===== config.mk =====
export PLATFORM = sky130hd
export DESIGN_NAME = dual_config_controller
export DESIGN_NICKNAME = d
export VERILOG_FILES = /design/src/rtl/dual_config_controller.sv
export SDC_FILE = /design/constraint.sdc
export NUM_CORES = 1
export LEC_CHECK = 0
export CAP_MARGIN = 20
export CORE_ASPECT_RATIO = 1.75
export CORE_MARGIN = 2
export CORE_UTILIZATION = 44
export CTS_CLUSTER_DIAMETER = 200
export DETAILED_ROUTE_END_ITERATION = 10
export PLACE_DENSITY_LB_ADDON = 0.1
export REMOVE_ABC_BUFFERS = 1
export SETUP_SLACK_MARGIN = 0.1
export SLEW_MARGIN = 20
export SYNTH_ARGS = -nofsm -noshare
export SYNTH_HDL_FRONTEND = slang
export SYNTH_SLANG_ARGS = --single-unit

===== constraint.sdc =====
create_clock -name clk -period 1.6 [get_ports clk]
set_input_delay 0.32 -clock clk [delete_from_list [all_inputs] [get_ports clk]]
set_output_delay 0.32 -clock clk [all_outputs]
set_load 0.01 [all_outputs]

===== src/rtl/dual_config_controller.sv =====
// -----------------------------------------------------------------------------
// dual_config_controller
//
// Sequences accesses to a dual-configuration Avalon-MM slave on behalf of a
// simple valid/ready command interface. Three operations are supported:
//   00 reconfigure  : select image, poll the busy flag, then trigger
//   01 read status  : single read of the status register
//   10 watchdog     : write the watchdog-reset code to the trigger register
//   11 reserved     : no bus access, answered with an error
//
// Parameters
//   READ_LATENCY  cycles from an avmm_read pulse to valid avmm_readdata (1..7)
//   BUSY_TIMEOUT  number of busy polls allowed before giving up (16-bit)
//
// Ports
//   clk, reset_n          clock, asynchronous active-low reset
//   cmd_valid/cmd_ready   command handshake (ready only while idle)
//   cmd_op, cmd_image_sel operation code and target image
//   resp_valid            one-cycle completion pulse
//   resp_err, resp_data   error flag and status word, valid with resp_valid
//   busy                  high whenever a command is in progress
//   avmm_*                Avalon-MM master towards the dual-config slave
// -----------------------------------------------------------------------------
module dual_config_controller #(
  parameter int READ_LATENCY = 2,
  parameter int BUSY_TIMEOUT = 65535
) (
  input  logic        clk,
  input  logic        reset_n,

  input  logic        cmd_valid,
  output logic        cmd_ready,
  input  logic [1:0]  cmd_op,
  input  logic        cmd_image_sel,

  output logic        resp_valid,
  output logic        resp_err,
  output logic [31:0] resp_data,
  output logic        busy,

  output logic [2:0]  avmm_address,
  output logic        avmm_read,
  output logic        avmm_write,
  output logic [31:0] avmm_writedata,
  input  logic [31:0] avmm_readdata
);

  localparam logic [2:0] IDLE      = 3'd0;
  localparam logic [2:0] WR_SEL    = 3'd1;
  localparam logic [2:0] POLL_RD   = 3'd2;
  localparam logic [2:0] POLL_WAIT = 3'd3;
  localparam logic [2:0] WR_TRIG   = 3'd4;
  localparam logic [2:0] RD_STAT   = 3'd5;
  localparam logic [2:0] RD_WAIT   = 3'd6;
  localparam logic [2:0] RESP      = 3'd7;

  localparam logic [1:0] OP_RECONFIG = 2'b00;
  localparam logic [1:0] OP_STATUS   = 2'b01;
  localparam logic [1:0] OP_WATCHDOG = 2'b10;
  localparam logic [1:0] OP_RESERVED = 2'b11;

  localparam logic [2:0] ADDR_TRIGGER = 3'd0;
  localparam logic [2:0] ADDR_IMAGE   = 3'd1;
  localparam logic [2:0] ADDR_BUSY    = 3'd2;
  localparam logic [2:0] ADDR_STATUS  = 3'd4;

  localparam logic [31:0] TRIG_RECONFIG = 32'h1;
  localparam logic [31:0] TRIG_WATCHDOG = 32'h2;

  localparam logic [2:0]  LAT_LAST = 3'(READ_LATENCY - 1);
  localparam logic [15:0] TIMEOUT  = 16'(BUSY_TIMEOUT);
  localparam logic [15:0] POLL_MAX = 16'hFFFF;

  logic [2:0]  state,    state_n;
  logic [2:0]  lat_cnt,  lat_n;
  logic [15:0] poll_cnt, poll_n;
  logic        err_q,    err_n;
  logic [31:0] data_q,   data_n;

  // Next values of the Avalon strobes. They are computed on the transition
  // INTO a state, so the registered pulse is high during that state's cycle.
  // This is what makes the read-data sample point line up exactly
  // READ_LATENCY cycles after the pulse.
  logic        rd_n, wr_n;
  logic [2:0]  addr_n;
  logic [31:0] wdata_n;

  assign cmd_ready = (state == IDLE);
  assign busy      = (state != IDLE);

  always_comb begin
    // NOTE: every variable gets a default before the case so no path leaves
    // one unassigned; an unassigned path would infer a latch.
    state_n = state;
    lat_n   = lat_cnt;
    poll_n  = poll_cnt;
    err_n   = err_q;
    data_n  = data_q;
    rd_n    = 1'b0;
    wr_n    = 1'b0;
    addr_n  = '0;
    wdata_n = '0;

    case (state)
      IDLE: begin
        if (cmd_valid) begin
          // The command is consumed here: its fields go straight into the
          // Avalon address/data registers for the first access.
          err_n  = 1'b0;
          data_n = '0;
          lat_n  = '0;
          case (cmd_op)
            OP_RECONFIG: begin
              state_n = WR_SEL;
              wr_n    = 1'b1;
              addr_n  = ADDR_IMAGE;
              wdata_n = {30'd0, cmd_image_sel, 1'b1};
            end
            OP_STATUS: begin
              state_n = RD_STAT;
              rd_n    = 1'b1;
              addr_n  = ADDR_STATUS;
            end
            OP_WATCHDOG: begin
              state_n = WR_TRIG;
              wr_n    = 1'b1;
              addr_n  = ADDR_TRIGGER;
              wdata_n = TRIG_WATCHDOG;
            end
            OP_RESERVED: begin
              state_n = RESP;
              err_n   = 1'b1;
            end
            default: state_n = IDLE;
          endcase
        end
      end

      WR_SEL: begin
        state_n = POLL_RD;
        rd_n    = 1'b1;
        addr_n  = ADDR_BUSY;
      end

      POLL_RD: begin
        state_n = POLL_WAIT;
        lat_n   = '0;
        if (poll_cnt != POLL_MAX) poll_n = poll_cnt + 16'd1;
      end

      POLL_WAIT: begin
        if (lat_cnt == LAT_LAST) begin
          if (!avmm_readdata[0]) begin
            state_n = WR_TRIG;
            wr_n    = 1'b1;
            addr_n  = ADDR_TRIGGER;
            wdata_n = TRIG_RECONFIG;
          end else if (poll_cnt >= TIMEOUT) begin
            state_n = RESP;
            err_n   = 1'b1;
          end else begin
            state_n = POLL_RD;
            rd_n    = 1'b1;
            addr_n  = ADDR_BUSY;
          end
        end else begin
          lat_n = lat_cnt + 3'd1;
        end
      end

      WR_TRIG: state_n = RESP;

      RD_STAT: begin
        state_n = RD_WAIT;
        lat_n   = '0;
      end

      RD_WAIT: begin
        if (lat_cnt == LAT_LAST) begin
          state_n = RESP;
          data_n  = avmm_readdata;
        end else begin
          lat_n = lat_cnt + 3'd1;
        end
      end

      RESP: begin
        state_n = IDLE;
        poll_n  = '0;
      end

      default: state_n = IDLE;
    endcase
  end

  // NOTE: sequential state uses non-blocking assignments so every register
  // samples the pre-edge values regardless of statement order.
  always_ff @(posedge clk or negedge reset_n) begin
    if (!reset_n) begin
      state          <= IDLE;
      lat_cnt        <= '0;
      poll_cnt       <= '0;
      err_q          <= 1'b0;
      data_q         <= '0;
      avmm_read      <= 1'b0;
      avmm_write     <= 1'b0;
      avmm_address   <= '0;
      avmm_writedata <= '0;
      resp_valid     <= 1'b0;
      resp_err       <= 1'b0;
      resp_data      <= '0;
    end else begin
      state          <= state_n;
      lat_cnt        <= lat_n;
      poll_cnt       <= poll_n;
      err_q          <= err_n;
      data_q         <= data_n;
      avmm_read      <= rd_n;
      avmm_write     <= wr_n;
      avmm_address   <= addr_n;
      avmm_writedata <= wdata_n;
      // Response fields are only non-zero in the resp_valid cycle.
      resp_valid     <= (state == RESP);
      resp_err       <= (state == RESP) & err_q;
      resp_data      <= (state == RESP) ? data_q : '0;
    end
  end

endmodule

Word level (Yosys, flattened, before mapping)
Index checks and enable logic that the tools add are counted.

operators by class
  magnitude comparators = 1
  reductions and logical operators = 15
  add/sub/neg operators = 2
  bitwise gates (word level) = 1
  mux-type cells = 44
  equality and inequality tests = 19

operator list
  operator                                                               number
  32-bit two-way mux                                                     3
  32-bit one-hot mux with 2 select lines                                 1
  16-bit one-hot mux with 2 select lines                                 1
  3-bit two-way mux                                                      8
  3-bit one-hot mux with 8 select lines                                  1
  3-bit one-hot mux with 3 select lines                                  2
  16-bit by 1-bit adder with 16-bit output, second input constant        1
  16-bit greater-or-equal comparator, second input constant              1
  1-bit two-way mux                                                      16
  16-bit two-way mux                                                     1
  16-bit != test, second input constant                                  1
  2-bit != test, second input constant                                   7
  3-bit equality test, second input constant                             4
  3-bit one-hot mux with 4 select lines                                  1
  3-bit AND reduction                                                    3
  2-bit two-way mux                                                      4
  2-bit one-hot mux with 2 select lines                                  2
  3-bit by 1-bit equality test with 1-bit output, second input constant  2
  3-bit by 2-bit equality test with 1-bit output, second input constant  2
  3-bit one-hot mux with 2 select lines                                  1
  2-bit nonzero test                                                     3
  3-bit nonzero test                                                     2
  2-bit OR reduction                                                     3
  5-bit AND reduction                                                    1
  other kinds (9)                                                        11

word-level totals
  output and inout port bits = 73
  word-level logic and storage cells = 94
  bits of input ports = 38
  flip-flop bits (word level) = 126

Logic depth before layout (Yosys ltp)
  depth in word-level cells = 5
  gate-level depth with buffers = 7
  mapped depth without buffers = 6

Worst setup path before layout
No wires, ideal clock.

  path type = register to register
  start point = register poll_cnt[0]
  end point = register poll_cnt[8]
  path slack = -207 ps
  required time = 1460 ps
  clock period less this slack = 1807 ps
  stages on the path, launching flop included = 8
  buffers on the path = 2
  arrival time = 1667 ps
  setup time = 140 ps
  cell sequence = dfrtp_1 ha_1 and3_1 clkbuf_1 and3_1 buf_2 o311ai_0 o41ai_1

between the ends
  word-level cells in the longest chain between the ends = 3

ends and longest elaborated chain
  what                                                                                  line  RTL
  start, declared                                                                       76    logic [15:0] poll_cnt, poll_n;
  start signal, assigned                                                                215   poll_cnt <= poll_n;
  16-bit by 1-bit adder with 16-bit output / 16-bit != test (equally long branches)     148   if (poll_cnt != POLL_MAX) poll_n = poll_cnt + 16'd1;
  16-bit two-way mux / 2-bit != test (equally long branches)                            n/a
  16-bit one-hot mux with 2 select lines / 2-bit AND reduction (equally long branches)  n/a

Parallel ways exist; a longest one is shown, timed or not. The select of a mux whose other input is x is not followed.
A chain may end at the register's enable or synchronous reset.

Final worst setup path
  start point = register state[0]
  end point = output cmd_ready

between the ends
  word-level cells in the longest chain between the ends = 1

ends and longest elaborated chain
  what                    line  RTL
  start, declared         74    logic [2:0] state, state_n;
  start signal, assigned  213   state <= state_n;
  3-bit zero test         88    assign cmd_ready = (state == IDLE);
  end, declared           32    output logic cmd_ready,

Every way passes these cells.

==> impl_metrics.tcl <==
set metrics [dict create \
    status "complete, but fails checks" \
    violations "negative setup slack" \
    critPathTopFamily "flip-flops" \
    grt_setup_unrepaired "true" \
    r2r-start "state[0]$_DFFE_PN0P_" \
    synth.most_common_cell "dfrtp_1" \
    drv_slew 0 \
    drc_errors 0 \
    max_cap_violations 0 \
    fillers 777 \
    synth_top_area_frac 0.568 \
    finalCriticalPeriod_ps 1790 \
    ys_ff_latch 96 \
    setup_tns_ps -5020 \
    r2r_slack_ps -190 \
    wirelength_mm 10.6 \
    grt_use_total 0.191 \
    syn_area_um2 4230 \
    ff2ff_path_depth 7 \
    required_ps 1280 \
    min_path_type "in2async" \
    io_buffers 80 \
    synth-main-ff-cell "dfrtp_1" \
    wl_per_cell_um 15.0 \
    synth_area_leaders "dfrtp_1 57%, nand2_1 7.3%, buf_4 5.3%" \
    async_flop_share 1.00 \
    ios 111 \
    synth.top_cells.by_count "96 x dfrtp_1, 82 x nand2_1, 34 x and2_1" \
    stdcell_count 707 \
    p_per_area_nw_per_um2 1340 \
    clockBufferDepth 2 \
    p_leak_uw 0.00317 \
    setup_slack_ps -192 \
    synth_edf_count 0 \
    fp.dieH_um 134 \
    max_freq_ghz 0.558 \
    end_kind "output pin" \
    cts_tree "yes" \
    placement.setup.worst_slack_ps -395 \
    synthToLayoutAreaGrowth_pct 51.8 \
    cp.buffers_inverters 3 \
    postSynthCellCount 420 \
    netlist.top_cell.by_area "dfrtp_1" \
    clk_latency_ps 350 \
    grt_start_max_net_pins 42 \
    fin_util 0.683 \
    start_util 0.450 \
    ir_worst_vdd_v 0.000812 \
    cp_max_fo 3 \
    slowest_stage "dfrtp_1" \
    dr_total_vias 3566 \
    design.die.area_um2 10400 \
    grt_antenna_before_repair 0 \
    grt_pass1_vias 3391 \
    postRouteAntennaNets 0 \
    dp.cells 656 \
    firstDrtPassIters 4 \
    antenna_cells 0 \
    drt-initial-drc-count 148 \
    nNetsFinal 621 \
    yosysWarnings 0 \
    core_um2 9410 \
    crit_type "reg2out" \
    clockRootBuffer "clkbuf_16" \
    cts-buffers-inserted 9 \
    hpwl_mm 6.75 \
    hold_viol 0 \
    grt_pass1_wl_mm 15.7 \
    crit_chain "buf_4, or3_4, inv_2, buf_6" \
    globalplace.congestion 0.823 \
    setup_viol 48 \
    power_uw 8610 \
    grt_overflow 0 \
    drive_gt1_frac 0.301 \
    row_count 47 \
    h-tree-depth 3 \
    seq_area_frac_synth 0.568 \
    rr_endpoint "poll_cnt[12]$_DFFE_PN0P_" \
    startpoint_type "register" \
    fin_worst_skew_ps 8.01 \
    fp.dieW_um 78.1 \
    yosysUniqueCellTypes 49 \
    clock-sinks 96 \
    fin_crit_sh 1.12 \
    crit_arrival_ps 1470 \
    clk_pin_slew_ps 70 \
    synth_area_per_cell_um2 10.1 \
    cp_slowest_stage_delay_ps 440 \
    viasPerCell 5.04 \
]
[area by class of cell]
cell class	instances	area, um^2	area share
Clock buffer	10	229	0.0356
Inverter	9	33.8	0.00526
Clock inverter	6	68.8	0.0107
Sequential cell	96	2400	0.374
Multi-Input combinational cell	293	1940	0.302
Tap cell	122	153	0.0238
Timing Repair Buffer	171	1600	0.249
[cell usage in the layout (no fill, tap or decap), types with 2 or more instances in the layout]
cell type / instances
and3_4: 2
a31oi_1: 3
nand2b_1: 5
a21boi_4: 2
a21oi_2: 5
dfrtp_1: 96
conb_1: 30
nand3_2: 3
mux2i_1: 9
nor2_1: 6
dlygate4sd2_1: 41
buf_12: 5
clkdlybuf4s50_1: 36
buf_6: 24
clkbuf_16: 10
or4b_4: 2
a21oi_1: 5
nand2_1: 70
clkinv_4: 2
and4_1: 4
inv_1: 6
inv_2: 3
or3_1: 2
a41oi_1: 2
nand4_1: 3
nand3_1: 5
o21ai_2: 17
and2_1: 34
buf_4: 63
a211oi_2: 2
and3_1: 2
nor3_1: 3
o21ai_1: 21
o21ai_0: 4
a211oi_1: 3
o22ai_1: 2
nand2_2: 11
[power by group]
| group | leakage, uW | internal, uW | total, uW | switching [uW] |
|---|---|---|---|---|
| clock network | 0.000143 | 1220 | 2140 | 919 |
| registers | 0.00132 | 2850 | 3100 | 244 |
| logic | 0.00171 | 1730 | 3380 | 1650 |
[worst max-delay path by stage]
stage	from	endpoint	slack (ps)	cells after the start
after floorplan	state[0]$_DFFE_PN0P_	data_q[0]$_DFFE_PN0P_	-1210	3
after global placement	cmd_valid	data_q[26]$_DFFE_PN0P_	-350	6
after detailed placement	cmd_valid	data_q[21]$_DFFE_PN0P_	-400	6
after CTS	state[0]$_DFFE_PN0P_	poll_cnt[11]$_DFFE_PN0P_	-110	5
after global routing	state[2]$_DFFE_PN0P_	data_q[13]$_DFFE_PN0P_	-250	7
final	state[0]$_DFFE_PN0P_	cmd_ready	-190	4
[metal layers]
layer / global-route usage / part of all wire / vias to the layer above
met5: 0 / 0 / -
met4: 0.0877 / 0.021 / 0
met3: 0.0413 / 0.044 / 19
met2: 0.330 / 0.55 / 107
met1: 0.226 / 0.39 / 1746
li1: - / - / 1694
[registers in the layout (all words and copies together), names as in the netlist, 2 cells and up]
register	flops
data_q	32
resp_data	32
poll_cnt	16
avmm_address	3
lat_cnt	3
state	3
avmm_writedata	2
[metrics by stage]
stage	instance area, um^2	hold WS (ps)
global placement	5460	197
finish	6420	369
detailed placement	5460	195
floorplan	4030	24.4
CTS	5890	370
global route	6420	393
[timing repair]
item                                   CTS  global route
setup endpoints to repair              100            64
endpoints found under the hold margin   12             0
pin swaps                               12            33
setup buffers                            6            23
resized for setup                       83            83
hold buffers                             1             0
gates cloned                             0             5
[logic make-up after synthesis]
kind of cell    Yosys count  synth area share
simple gates            168             0.203
flops                    96             0.568
compound gates           80             0.113
buf+inv                  61            0.0810
mux                       9            0.0213
fa+ha+maj                 4            0.0112
other cells               1          0.000886
xor+xnor                  1           0.00207
[worst reg2reg max path: cells and delay by family, from the launching register on]
| family | cells | cell delay [ps] |
|---|---|---|
| simple gates | 2 | 340 |
| compound gates | 2 | 420 |
| buf+inv | 3 | 470 |
| flops | 1 | 440 |
Power figures use the tool's default switching activity.
